<file path="src/rtl/spi_pkg.sv">
// Shared types and width helpers for the system-clocked SPI master.
package spi_pkg;

    typedef enum logic [1:0] {
        IDLE,
        SETUP,
        XFER,
        HOLD
    } spi_state_t;

    typedef struct packed {
        logic cpol;
        logic cpha;
        logic lsb_first;
    } spi_mode_t;

    // Width of n_clks and the bit counter; holds SPI_MAXLEN itself.
    function automatic int unsigned cnt_width(int unsigned maxlen);
        return $clog2(maxlen) + 1;
    endfunction

    function automatic int unsigned sel_width(int unsigned num_cs);
        return (num_cs > 1) ? $clog2(num_cs) : 1;
    endfunction

    function automatic int unsigned idx_width(int unsigned maxlen);
        return (maxlen > 1) ? $clog2(maxlen) : 1;
    endfunction

    // Data-word position of the cnt-th bit on the wire.
    function automatic int unsigned bit_index(int unsigned cnt, int unsigned n, logic lsb_first);
        return lsb_first ? cnt : (n - 1 - cnt);
    endfunction

endpackage

</file>
<file path="src/rtl/spi_clk_gen.sv">
// Half-period tick generator: one-cycle tick every HALF enabled cycles, cleared synchronously.
module spi_clk_gen #(
    parameter int unsigned HALF = 50
) (
    input  logic clk,
    input  logic sresetn,
    input  logic en,
    input  logic clr,
    output logic tick
);

    localparam int unsigned W = $clog2(HALF) + 1;
    localparam logic [W-1:0] Last = W'(HALF - 1);

    logic [W-1:0] cnt_q;

    always_ff @(posedge clk or negedge sresetn) begin
        if (!sresetn) begin
            cnt_q <= '0;
        end else if (clr) begin
            cnt_q <= '0;
        end else if (en) begin
            cnt_q <= (cnt_q == Last) ? '0 : cnt_q + W'(1);
        end
    end

    assign tick = en && (cnt_q == Last);

endmodule

</file>
<file path="src/rtl/spi_master_ctrl.sv">
// SPI master with internal SCLK divider, all CPOL/CPHA modes, MSB/LSB order and NUM_CS selects.
module spi_master_ctrl
    import spi_pkg::*;
#(
    parameter int unsigned CLK_DIVIDE = 100,
    parameter int unsigned SPI_MAXLEN = 16,
    parameter int unsigned NUM_CS     = 1
) (
    input  logic                              clk,
    input  logic                              sresetn,
    input  logic                              start_cmd,
    output logic                              spi_drv_rdy,
    input  logic [cnt_width(SPI_MAXLEN)-1:0]  n_clks,
    input  logic [SPI_MAXLEN-1:0]             tx_data,
    input  logic [sel_width(NUM_CS)-1:0]      cs_sel,
    input  logic                              cpol,
    input  logic                              cpha,
    input  logic                              lsb_first,
    output logic [SPI_MAXLEN-1:0]             rx_miso,
    output logic                              rx_valid,
    output logic                              SCLK,
    output logic                              MOSI,
    input  logic                              MISO,
    output logic [NUM_CS-1:0]                 SS_N
);

    localparam int unsigned H    = CLK_DIVIDE / 2;
    localparam int unsigned CntW = cnt_width(SPI_MAXLEN);
    localparam int unsigned IdxW = idx_width(SPI_MAXLEN);

    function automatic logic [IdxW-1:0] idx_of(logic [CntW-1:0] cnt, logic [CntW-1:0] n,
                                               logic lsb);
        return IdxW'(bit_index(32'(cnt), 32'(n), lsb));
    endfunction

    spi_state_t            state_q, state_d;
    spi_mode_t             mode_q, mode_d;
    logic [CntW-1:0]       n_q, n_d;
    logic [CntW-1:0]       bit_cnt_q, bit_cnt_d;
    logic [SPI_MAXLEN-1:0] tx_q, tx_d;
    logic [SPI_MAXLEN-1:0] rx_sh_q, rx_sh_d;
    logic [SPI_MAXLEN-1:0] rx_miso_q, rx_miso_d;
    logic [NUM_CS-1:0]     ss_n_q, ss_n_d;
    logic                  trail_q, trail_d;  // next SCLK edge is the trailing one
    logic                  sclk_q, sclk_d;
    logic                  mosi_q, mosi_d;
    logic                  rdy_q, rdy_d;
    logic                  rx_valid_q, rx_valid_d;
    logic                  cmd_ok, clr, tick, last_bit;

    spi_clk_gen #(
        .HALF(H)
    ) u_clk_gen (
        .clk    (clk),
        .sresetn(sresetn),
        .en     (state_q != IDLE),
        .clr    (clr),
        .tick   (tick)
    );

    assign cmd_ok = (n_clks != '0) && (32'(n_clks) <= SPI_MAXLEN) && (32'(cs_sel) < NUM_CS);
    assign last_bit = (bit_cnt_q == n_q - CntW'(1));

    always_comb begin
        state_d    = state_q;
        mode_d     = mode_q;
        n_d        = n_q;
        bit_cnt_d  = bit_cnt_q;
        tx_d       = tx_q;
        rx_sh_d    = rx_sh_q;
        rx_miso_d  = rx_miso_q;
        ss_n_d     = ss_n_q;
        trail_d    = trail_q;
        sclk_d     = sclk_q;
        mosi_d     = mosi_q;
        rdy_d      = rdy_q;
        rx_valid_d = 1'b0;
        clr        = 1'b0;

        unique case (state_q)
            IDLE: begin
                sclk_d = cpol;
                if (start_cmd && rdy_q && cmd_ok) begin
                    clr       = 1'b1;
                    state_d   = SETUP;
                    mode_d    = '{cpol: cpol, cpha: cpha, lsb_first: lsb_first};
                    n_d       = n_clks;
                    tx_d      = tx_data;
                    bit_cnt_d = '0;
                    trail_d   = 1'b0;
                    rx_sh_d   = '0;
                    rdy_d     = 1'b0;
                    ss_n_d    = ~(NUM_CS'(1) << cs_sel);
                    mosi_d    = cpha ? 1'b0 : tx_data[idx_of('0, n_clks, lsb_first)];
                end
            end
            SETUP: begin
                if (tick) state_d = XFER;
            end
            XFER: begin
                if (tick) begin
                    sclk_d  = ~sclk_q;
                    trail_d = ~trail_q;
                    if (!trail_q) begin
                        if (mode_q.cpha) begin
                            mosi_d = tx_q[idx_of(bit_cnt_q, n_q, mode_q.lsb_first)];
                        end else begin
                            rx_sh_d[idx_of(bit_cnt_q, n_q, mode_q.lsb_first)] = MISO;
                        end
                    end else begin
                        if (mode_q.cpha) begin
                            rx_sh_d[idx_of(bit_cnt_q, n_q, mode_q.lsb_first)] = MISO;
                        end
                        if (last_bit) begin
                            state_d = HOLD;
                        end else begin
                            bit_cnt_d = bit_cnt_q + CntW'(1);
                            if (!mode_q.cpha) begin
                                mosi_d = tx_q[idx_of(bit_cnt_q + CntW'(1), n_q, mode_q.lsb_first)];
                            end
                        end
                    end
                end
            end
            HOLD: begin
                if (tick) begin
                    state_d    = IDLE;
                    ss_n_d     = '1;
                    rdy_d      = 1'b1;
                    rx_valid_d = 1'b1;
                    rx_miso_d  = rx_sh_q;
                    mosi_d     = 1'b0;
                    sclk_d     = mode_q.cpol;
                end
            end
            default: state_d = IDLE;
        endcase
    end

    always_ff @(posedge clk or negedge sresetn) begin
        if (!sresetn) begin
            state_q    <= IDLE;
            mode_q     <= '0;
            n_q        <= '0;
            bit_cnt_q  <= '0;
            tx_q       <= '0;
            rx_sh_q    <= '0;
            rx_miso_q  <= '0;
            ss_n_q     <= '1;
            trail_q    <= 1'b0;
            sclk_q     <= 1'b0;
            mosi_q     <= 1'b0;
            rdy_q      <= 1'b1;
            rx_valid_q <= 1'b0;
        end else begin
            state_q    <= state_d;
            mode_q     <= mode_d;
            n_q        <= n_d;
            bit_cnt_q  <= bit_cnt_d;
            tx_q       <= tx_d;
            rx_sh_q    <= rx_sh_d;
            rx_miso_q  <= rx_miso_d;
            ss_n_q     <= ss_n_d;
            trail_q    <= trail_d;
            sclk_q     <= sclk_d;
            mosi_q     <= mosi_d;
            rdy_q      <= rdy_d;
            rx_valid_q <= rx_valid_d;
        end
    end

    assign spi_drv_rdy = rdy_q;
    assign rx_miso     = rx_miso_q;
    assign rx_valid    = rx_valid_q;
    assign SCLK        = sclk_q;
    assign MOSI        = mosi_q;
    assign SS_N        = ss_n_q;

endmodule
</file>
<file path="config.mk">
export PLATFORM = sky130hd
export DESIGN_NAME = spi_master_ctrl
export DESIGN_NICKNAME = d
export VERILOG_FILES = /design/src/rtl/spi_pkg.sv /design/src/rtl/spi_clk_gen.sv /design/src/rtl/spi_master_ctrl.sv
export SDC_FILE = /design/constraint.sdc
export NUM_CORES = 1
export LEC_CHECK = 0
export ABC_AREA = 1
export CELL_PAD_IN_SITES_DETAIL_PLACEMENT = 0
export CELL_PAD_IN_SITES_GLOBAL_PLACEMENT = 2
export CORE_MARGIN = 1.5
export CORE_UTILIZATION = 35
export DETAILED_ROUTE_END_ITERATION = 10
export PLACE_DENSITY_LB_ADDON = 0.1
export REMOVE_ABC_BUFFERS = 1
export SETUP_SLACK_MARGIN = 0.05
export SYNTH_ARGS = -nofsm -noshare
export SYNTH_HDL_FRONTEND = slang
export SYNTH_SLANG_ARGS = --single-unit
</file>
<file path="constraint.sdc">
create_clock -name clk -period 3.34 [get_ports clk]
set_input_delay 0.501 -clock clk [delete_from_list [all_inputs] [get_ports clk]]
set_output_delay 0.501 -clock clk [all_outputs]
set_load 0.01 [all_outputs]
</file>
==> results.cfg <==
[timing]
fmax_mhz = 387
fin_crit_sh_pct = 77.4
worst_slew_pin_slew_ns = 0.969
fin_tns_setup_ns = 0
hold_viol_final = 0
period_needed_ns = 2.58
final.setup.worst_slack_ns = 0.755
setup_viol = 0
rsz0062_at_grt = no
slew_headroom_pct = 35.4
slew_violations = 0
finClkSkew_ns = 0.00911

[layout]
drive_above_1_share_pct = 11.2
nNetsFinal = 739
area_growth_pct = 20.5
fin_area_sq_um = 5680
antennaDiodeCount = 0
final_cells = 872

[synth]
synth.area.top_cells = dfrtp_1 (39%), nand2_1 (20%), nand3_1 (5.6%), ha_1 (4.5%), inv_1 (4.4%)
post-synth-top-count-cell = nand2_1
yosys-top-cells-count = nand2_1 (253), dfrtp_1 (74), inv_1 (55)
synth_top_flop_cell = dfrtp_1
synth_area_sq_um = 4710
synth_warnings = 0
synth_top_area_share_pct = 39.3
netlist_instances = 640
synth_cell_types = 41
async_flop_share_pct = 100
avgSynthCellArea_sq_um = 7.37
synth_seq_area_share_pct = 40.4
synth_top_cell_by_area = dfrtp_1
synth_seq_cells = 76
synth_edf_count = 0

[outcome]
status = finished clean

[clock_network]
cts-root-buf = clkbuf_16
cts_htree_levels = 3
clock_latency_ns = 0.35
ctsHoldBuffers = 0
clkTransAtPathRegs_ns = 0.06
cts_resized = 0
numClockSinks = 76
numCtsBuffers = 9
cts_setup_buffers = 0
cts_tree = built
clk_path_buf_depth = 2

[place]
placed_cells = 856
hpwl_mm = 9.30
globalplace.congestion = 0.834
port_buffers = 49
post-place-ws_ns = 0.525
place_area_sq_um = 5370

[global_routing]
grt_pass1_vias = 3973
track_usage_pct = 18.3
gr-total-overflow = 0
grt_antenna_before_repair = 0
grt_start_max_net_pins = 77
grt_pass1_wl_mm = 20.3

[detailed_routing]
dr_wl_met2_mm = 5.17
dr.pass1.iters = 5
avgViaCountPerCell = 4.75
wirelength_mm = 12.1
ant_nets = 0
routedWlPerCell_um = 13.9
route.met3.wl_um = 490
drc = 0
drt_iter0_drc = 232
vias = 4140
wl_met1_mm = 6.25
top_layer = met4

[floorplan]
start_util_pct = 35.7
dieArea_sq_um = 14200
coreArea_sq_um = 13200
num_rows = 42
dieWidth_um = 119
die_h_um = 119
pin_count = 50

[setup_path]
slowest_delay_ns = 0.54
arrival_ns = 2.85
required_ns = 3.61
cp_max_fo = 5
critPathKind = flop to flop
crit_slowest_cell = fa_1
crit_path_cell_trace = ha_1 -> inv_1 -> fa_1 -> inv_1 -> o21ai_2 -> inv_1 -> nand3_1 -> nand2_1 -> nand2_1 -> nand2_1 -> inv_1 -> nand2_1 -> nand3_1 -> nand3_1 -> a21oi_1
cp-start-kind = flop
cp-end-kind = flop

[pwr]
leakage_nw = 2.84
power_density_nw_per_um2 = 355
max-vdd-ir-drop_mv = 0.192
total_power_mw = 2.02

[worst_hold_path]
hold_class = input pin to asynchronous set/reset pin

[run]
cap_violations = 0
[sequential cells by signal, indices dropped and copies added (netlist names), 2 cells and up]
signal	count
rx_miso	16
rx_sh_q	16
state_q	2
u_clk_gen.cnt_q	7
mode_q	3
tx_q	16
bit_cnt_q	5
n_q	5
[path summary, 6_finish.rpt]
path                                           from                        endpoint  slack (ns)  cells past startpoint
hold reg to reg              rx_miso[3]$_DFFE_PN0P_          rx_miso[3]$_DFFE_PN0P_        0.47                      2
hold / removal                              sresetn        bit_cnt_q[1]$_DFFE_PN0P_        0.31                      1
max in group asynchronous                   sresetn  u_clk_gen.cnt_q[2]$_DFFE_PN0P_        2.41                      1
setup / recovery           bit_cnt_q[0]$_DFFE_PN0P_                MOSI$_DFFE_PN0P_        0.76                     15
setup reg to reg           bit_cnt_q[0]$_DFFE_PN0P_                MOSI$_DFFE_PN0P_        0.76                     15
min in group clk             rx_miso[3]$_DFFE_PN0P_          rx_miso[3]$_DFFE_PN0P_        0.47                      2
[routing by layer]
metal,up-vias,GRT usage [%]
met4,0,8.06
met1,1903,26.6
li1,2142,-
met2,83,26.5
met3,12,3.45
met5,-,0
[power breakdown]
part / leakage, nW / switching (mW) / internal [mW]
Combinational: 1.79 / 0.0486 / 0.0402
Sequential: 0.904 / 0 / 0.921
Clock: 0.142 / 0.404 / 0.604
Total: 2.84 / 0.452 / 1.56
[per-stage QoR]
stage               utilization [%]  hold WS (ns)
global route                   43.1         0.403
detailed placement             40.7         0.458
floorplan                         -         0.205
global placement               40.7         0.452
CTS                            43.1         0.364
finish                         43.1         0.311
[cell families (layout without fill, tap and decap cells)]
group           count (synthesis)  in the layout  synth area share, %
compound gates                 64             64                 7.78
xor+xnor                       16             16                 2.97
fa+ha+maj                      19             19                 5.36
buf+inv                        81            137                 7.11
flops                          76             76                 40.4
simple gates                  384            384                 36.4
[cell usage in the layout (no fill, tap or decap), types with 4 or more instances in the layout]
| master | synthesis | final |
|---|---|---|
| nand2_1 | 253 | 253 |
| nand2_4 | 5 | 5 |
| o21ai_0 | 30 | 30 |
| xor2_1 | 10 | 10 |
| xnor2_1 | 6 | 6 |
| o22ai_1 | 8 | 8 |
| o21ai_1 | 12 | 12 |
| nand4_1 | 6 | 6 |
| nor2_2 | 13 | 13 |
| a21oi_1 | 5 | 5 |
| clkbuf_16 | 0 | 9 |
| clkdlybuf4s50_1 | 0 | 48 |
| nor2_1 | 30 | 30 |
| ha_1 | 17 | 17 |
| nand2_2 | 10 | 10 |
| nand3_2 | 4 | 4 |
| inv_1 | 55 | 55 |
| buf_4 | 0 | 4 |
| nand3_1 | 53 | 53 |
| dfrtp_1 | 74 | 74 |
| inv_2 | 12 | 12 |
[layout make-up]
type                    count  area, sq um
clock inverters             6         70.1
flip-flops and latches     76         1900
multi-input cells         483         2470
inverters                  69          263
fillers                  1372         7510
clock buffers              10          239
well taps                 176          220
repair buffers             52          510
[worst max-delay path: cells and delay by family (launching register included)]
| family | cells | cell delay (ns) |
|---|---|---|
| adders and majority gates | 2 | 0.88 |
| and+or+nand+nor | 7 | 0.45 |
| AOI/OAI and AO/OA | 2 | 0.39 |
| buffers and inverters | 4 | 0.31 |
| DFF | 1 | 0.46 |
Power figures use the tool's default switching activity.
